<file path="src/rtl/stall_controller.sv">
// stall_controller: RAW-hazard and data-memory-wait stall control over an EX/MEM/WB scoreboard
module stall_controller #(
    parameter int REG_BITS    = 4,
    parameter int DEPTH       = 3,
    parameter int MEM_TIMEOUT = 15
) (
    input  logic                clk,
    input  logic                reset,
    input  logic                id_valid,
    input  logic [REG_BITS-1:0] id_readReg0,
    input  logic [REG_BITS-1:0] id_readReg1,
    input  logic                id_immediate,
    input  logic                id_write,
    input  logic [REG_BITS-1:0] id_writeReg,
    input  logic                id_ReadMem,
    input  logic                id_WriteMem,
    input  logic                mem_ready,
    output logic                stall,
    output logic                bubble,
    output logic                mem_busy,
    output logic                timeout
);
    localparam int CW = MEM_TIMEOUT > 1 ? $clog2(MEM_TIMEOUT) : 1;
    localparam logic [CW-1:0] LAST = CW'(MEM_TIMEOUT - 1);
    typedef enum logic {RUN, MEM_WAIT} state_t;
    state_t              r_state;
    logic [CW-1:0]       r_cnt;
    logic [DEPTH-1:0]    r_v, r_wr, r_mem;
    logic [REG_BITS-1:0] r_reg [DEPTH];
    logic                w_hazard, w_frozen, w_expire, w_load_wait;
    always_comb begin
        w_hazard = 1'b0;
        for (int i = 0; i < DEPTH; i++)
            w_hazard = w_hazard | (r_v[i] & r_wr[i] & ((r_reg[i] == id_readReg0) | (!id_immediate & (r_reg[i] == id_readReg1))));
        w_hazard = w_hazard & id_valid;
    end
    assign w_load_wait = r_v[1] & r_mem[1] & !mem_ready;
    assign w_expire    = (r_state == MEM_WAIT) & !mem_ready & (r_cnt == LAST);
    assign w_frozen    = r_state == MEM_WAIT ? !mem_ready & (r_cnt < LAST) : w_load_wait;
    assign stall       = w_hazard | w_frozen;
    assign bubble      = w_hazard & !w_frozen;
    assign mem_busy    = r_state == MEM_WAIT;
    always_ff @(posedge clk) begin
        if (reset) begin
            r_v       <= '0;
            r_state   <= RUN;
            r_cnt     <= '0;
            timeout   <= 1'b0;
        end else begin
            timeout <= w_expire;
            if (!w_frozen) begin
                r_v   <= {r_v[DEPTH-2:0], id_valid & !w_hazard};
                r_wr  <= {r_wr[DEPTH-2:0], id_write};
                r_mem <= {r_mem[DEPTH-2:0], id_ReadMem | id_WriteMem};
                for (int i = DEPTH - 1; i > 0; i--)
                    r_reg[i] <= r_reg[i-1];
                r_reg[0] <= id_writeReg;
            end
            if (r_state == RUN) begin
                if (w_load_wait) begin
                    r_state <= MEM_WAIT;
                    r_cnt   <= '0;
                end
            end else if (mem_ready || w_expire)
                r_state <= RUN;
            else
                r_cnt <= r_cnt + 1'b1;
        end
    end
endmodule
</file>
<file path="config.mk">
export PLATFORM = sky130hd
export DESIGN_NAME = stall_controller
export DESIGN_NICKNAME = d
export VERILOG_FILES = /design/src/rtl/stall_controller.sv
export SDC_FILE = /design/constraint.sdc
export NUM_CORES = 1
export LEC_CHECK = 0
export CAP_MARGIN = 20
export CELL_PAD_IN_SITES_DETAIL_PLACEMENT = 1
export CELL_PAD_IN_SITES_GLOBAL_PLACEMENT = 1
export CORE_MARGIN = 4
export CORE_UTILIZATION = 39
export CTS_CLUSTER_DIAMETER = 30
export DETAILED_ROUTE_END_ITERATION = 10
export PLACE_DENSITY = 0.75
export REMOVE_ABC_BUFFERS = 1
export SYNTH_ARGS = -nofsm -noshare
export SYNTH_HDL_FRONTEND = slang
export SYNTH_SLANG_ARGS = --single-unit
</file>
<file path="constraint.sdc">
create_clock -name clk -period 2.9 [get_ports clk]
set_input_delay 0.58 -clock clk [delete_from_list [all_inputs] [get_ports clk]]
set_output_delay 0.58 -clock clk [all_outputs]
set_load 0.005 [all_outputs]
</file>
==> Yosys cells after proc, flatten, opt, wreduce, memory -nomap -nowiden <==
Memories as Yosys holds them, arrays and structs flattened.
Index checks and enable logic that the tools add are counted.
{ "classes": {"addsub": 1, "muxes": 10, "n_eq_ne": 8, "n_lt_le_gt_ge": 1, "bitwise": 26, "reduce_logical": 8} }
{ "op_table": {"columns": ["op", "count"], "rows": [
  ["4-bit equality test", 6],
  ["1-bit AND", 17],
  ["4-bit 2-to-1 mux", 3],
  ["1-bit 2-to-1 mux", 7],
  ["1-bit OR", 7],
  ["4-bit by 1-bit adder with 4-bit output (second input constant)", 1],
  ["4-bit equality test (second input constant)", 1],
  ["1-bit zero test", 4],
  ["4-bit less-than comparator (second input constant)", 1],
  ["2-bit AND reduction", 2],
  ["2-bit inequality test (second input constant)", 1],
  ["1-bit NOT", 2],
  ["2-bit nonzero test", 1],
  ["1-bit logical OR", 1]
]} }
{ "totals": {"memories": 1, "ff_bits": 14, "elab_cells": 61, "mem_bits_rw": 12, "out_inout_bits": 4, "input_bits": 20} }
{ "mem_list": {"columns": ["name", "depth", "word_bits", "read_ports", "rd_clocked_by_memory_dff", "wr", "line", "text"], "rows": [
  ["r_reg", 3, 4, 3, 0, 3, "29", "logic [REG_BITS-1:0] r_reg [DEPTH];"]
]} }

==> Longest topological paths before layout <==
{ "depth": {"depth_word": 9, "mapped_depth": 7, "depth_no_buf": 7} }

==> Least setup slack after synthesis <==
Ideal clock, no wire load.
{ "synth_path": {"path_type": "input port to flip-flop", "from": "in mem_ready", "to": "reg r_mem[0] (enable)", "slack_ps": 620, "path_buffers": 0, "cell_stages": 3, "arrival_time_ps": 1888, "required_ps": 2508, "setup_time_ps": 392, "path_cell_list": "and4bb_2 -> or2_2 -> nor2_1"} }
{ "synth_between": {"elab_chain_len": 5, "word_cells_on_any_way": 6, "cone_classes": "1 x mux; 3 x bitwise; 2 x reduce/logical"} }
{ "synth_lines": {"columns": ["element", "line", "text"], "rows": [
  ["start: declaration", "17", "input logic mem_ready,"],
  ["1-bit zero test (*)", "37, 39", null],
  ["1-bit AND (on tied branches)", "37, 39", null],
  ["1-bit 2-to-1 mux (*)", "39", "assign w_frozen = r_state == MEM_WAIT ? !mem_ready & (r_cnt < LAST) : w_load_wait;"],
  ["1-bit NOT (no source line) (*)", null, null],
  ["2-bit AND reduction (no source line) (*)", null, null],
  ["end signal: assignment", "54", "r_mem <= {r_mem[DEPTH-2:0], id_ReadMem | id_WriteMem};"],
  ["end: declaration", "28", "logic [DEPTH-1:0] r_v, r_wr, r_mem;"]
]} }
Every way passes the cells marked *; elsewhere a longest branch is shown, timed or not.
A chain may end at the register's enable or synchronous reset.

==> Worst setup path in the final report <==
{ "layout_path": {"from": "in id_readReg0[1]", "to": "out stall"} }
{ "layout_between": {"elab_chain_len": 7, "word_cells_on_any_way": 13, "cone_classes": "3 x eq/ne; 10 x bitwise"} }
{ "layout_lines": {"columns": ["element", "line", "text"], "rows": [
  ["start: declaration", "10", "input logic [REG_BITS-1:0] id_readReg0,"],
  ["4-bit equality test", "34", "w_hazard = w_hazard | (r_v[i] & r_wr[i] & ((r_reg[i] == id_readReg0) | (!id_immediate & (r_reg[i] == id_readRe ..."],
  ["1-bit OR", "34", null],
  ["1-bit AND", "34", null],
  ["1-bit OR", "34", null],
  ["1-bit OR (*)", "34", null],
  ["1-bit AND (*)", "35", "w_hazard = w_hazard & id_valid;"],
  ["1-bit OR (*)", "40", "assign stall = w_hazard | w_frozen;"],
  ["end: declaration", "18", "output logic stall,"]
]} }
Marks and branches as above.

==> results.py <==
metrics = {
    "sta": {
        "slew_violations": 0,
        "setup-tns-final_ns": 0,
        "relSlewSlack": 0.777,
        "clock_skew_ns": 0.0110,
        "setup_slack_ns": 0.110,
        "final.min_clock_period_ns": 2.79,
        "finalHoldViolCount": 0,
        "rsz0062_at_grt": "yes",
        "max_freq_mhz": 358,
        "tightestPinTransition_ns": 0.333,
        "fin_crit_sh": 0.962,
        "report.final.setup_viol": 0,
    },
    "clocking": {
        "cts-root-buf": "clkbuf_4",
        "clk_path_buf_depth": 2,
        "cts_num_sinks": 26,
        "cts-hold-fix-buffers": 0,
        "htreeDepth": 1,
        "clk_pin_slew_ns": 0.15,
        "clk_latency_ns": 0.33,
        "cts_tree": "built",
        "cts_buffers": 3,
    },
    "placement": {
        "port_buffers": 23,
        "dpl-instance-area_um2": 1550,
        "routabilityCongestion": 0.725,
        "dp_slack_ns": -0.261,
        "place_hpwl_mm": 2.17,
        "dp_cells": 176,
    },
    "detailed_routing": {
        "drtIter0Drc": 22,
        "route.antenna.remaining_nets": 0,
        "drt-pass1-iter-count": 4,
        "route.vias.total": 879,
        "vias_per_cell": 4.88,
        "wl_per_cell_um": 14.8,
        "wl_mm": 2.66,
        "route.detailed.drc": 0,
    },
    "job": {
        "maxCapViolCount": 0,
    },
    "synth": {
        "synth_area_per_cell_um2": 11.8,
        "seq_area_frac_synth": 0.564,
        "ys_warn_count": 0,
        "synth_area_um2": 1220,
        "syn_inst": 104,
        "ys_ff_latch": 26,
        "yosysUniqueCellTypes": 26,
    },
    "pwr": {
        "power_switching_uw": 169,
        "p_int_uw": 608,
        "powerDensity_nw_per_um2": 480,
        "combinationalPowerShare": 0.122,
        "max-vdd-ir-drop_mv": 0.269,
        "clockPowerShare": 0.323,
        "leakagePower_uw": 0.000608,
        "p_sw_frac": 0.218,
        "p_seq_frac": 0.555,
    },
    "layout": {
        "mostFrequentLayoutCells": "17 x edfxtp_1, 16 x xnor2_1, 13 x clkdlybuf4s50_1",
        "drive_above_1_share": 0.140,
        "instances_no_fill": 180,
        "largest_reg_flops": 12,
        "nets": 159,
        "utilization": 0.534,
        "syn_to_final_growth_pct": 32.1,
        "n_antenna_cell": 0,
        "fin_area_um2": 1620,
        "layout_commonest_cell": "edfxtp_1",
    },
    "run_status": {
        "status": "completed",
    },
    "global_route": {
        "antenna_found_initial": 0,
        "grt-ovfl-total": 0,
        "grt_usage": 0.145,
        "grt_pass1_wl_mm": 4.57,
        "grt_max_degree": 16,
        "grt_pass1_vias": 1011,
    },
    "floorplan": {
        "dieArea_um2": 4100,
        "initial_utilization": 0.405,
        "core_um2": 3030,
        "die_w_um": 64.0,
        "ios": 24,
        "row_count": 20,
        "die_h_um": 64.0,
    },
    "critical_path": {
        "critPathArrivalTime_ns": 2.21,
        "crit_path_max_fanout": 3,
        "crit_type": "in2out",
        "start_kind": "input pin",
        "end_kind": "primary output",
        "crit_required_ns": 2.32,
    },
    "min_path": {
        "hp-class": "reg2reg",
    },
}
## synth_stat cells, drive strengths merged
cell,instances,area [um^2]
nand4,1,6.26
mux2i,1,10.0
nor2,12,45.0
a41oi,1,16.3
ha,2,25.0
inv,2,7.51
and4bb,1,12.5
nand2,4,15.0
or2,2,12.5
dfxtp,9,180
nand3b,1,7.51
clkbuf,1,3.75
edfxtp,17,510
a21oi,2,10.0
and3,1,7.51
a211o,1,8.76
xnor2,16,140
nor4,1,6.26
o32ai,2,17.5
nand2b,1,6.26
xor2,10,87.6
nand3,8,45.0
nor3,5,25.0
a31oi,2,12.5
nor2b,1,6.26
## layer usage
| layer | routed length (um) | GRT usage | up-vias |
|---|---|---|---|
| met5 | 0 | 0 | - |
| met4 | 15 | 0.0404 | 0 |
| li1 | - | - | 432 |
| met2 | 1360 | 0.263 | 9 |
| met3 | 73 | 0.0299 | 2 |
| met1 | 1210 | 0.171 | 436 |
## layout make-up
| type | instances | area [um^2] |
|---|---|---|
| Fill cell | 316 | 1410 |
| Sequential cell | 26 | 691 |
| Multi-Input combinational cell | 75 | 542 |
| Timing Repair Buffer | 29 | 270 |
| Tap cell | 44 | 55.1 |
| Clock inverter | 1 | 30.0 |
| Clock buffer | 3 | 22.5 |
| Inverter | 2 | 7.51 |
## per-stage QoR
step,hold slack (ns),total power (uW)
2_1_floorplan,0.400,481
3_3_place_gp,0.407,533
3_5_place_dp,0.410,538
4_1_cts,0.446,790
5_1_grt,0.468,815
6_report,0.443,777
## power groups by stage
stage	Combinational, uW	Sequential (uW)	Clock [uW]
floorplan	46.6	435	0
global placement	94.5	438	0
detailed placement	97.9	440	0
CTS	96.5	432	261
global route	103	434	277
finish	94.6	432	251
## worst paths after layout
check / from / to / slack [ns] / cells past startpoint
min reg2reg: r_mem[0] / r_mem[1] / 0.44 / 0
max: id_readReg0[1] / stall / 0.11 / 7
max reg2reg: mem_busy / r_wr[1] / 1.15 / 5
min: r_mem[0] / r_mem[1] / 0.44 / 0
## cells by family (layout without fill, tap and decap cells)
kind of cell    after synthesis  in the layout  synth area share
simple gates                 38             38             0.159
xor+xnor                     26             26             0.186
flops                        26             26             0.564
compound gates                8              8            0.0531
buf+inv                       3             35           0.00919
fa+ha+maj                     2              2            0.0204
mux                           1              1           0.00817
## worst max-delay path: stages
cell and delay, ns:
dlygate4sd2_1 0.29, xor2_1 0.16, nor4_1 0.31, a31oi_1 0.15, nand3_2 0.11, a211o_1 0.13
clkdlybuf4s50_1 0.49
## repair_timing
| item | 4_1_cts | 5_1_grt |
|---|---|---|
| endpoints found under the setup margin | 2 | 2 |
| pin swaps | 5 | 2 |
| buffers inserted | 0 | 0 |
| resized for setup | 10 | 3 |
| cloned | 0 | 0 |
(Power assumes the default switching activity.)
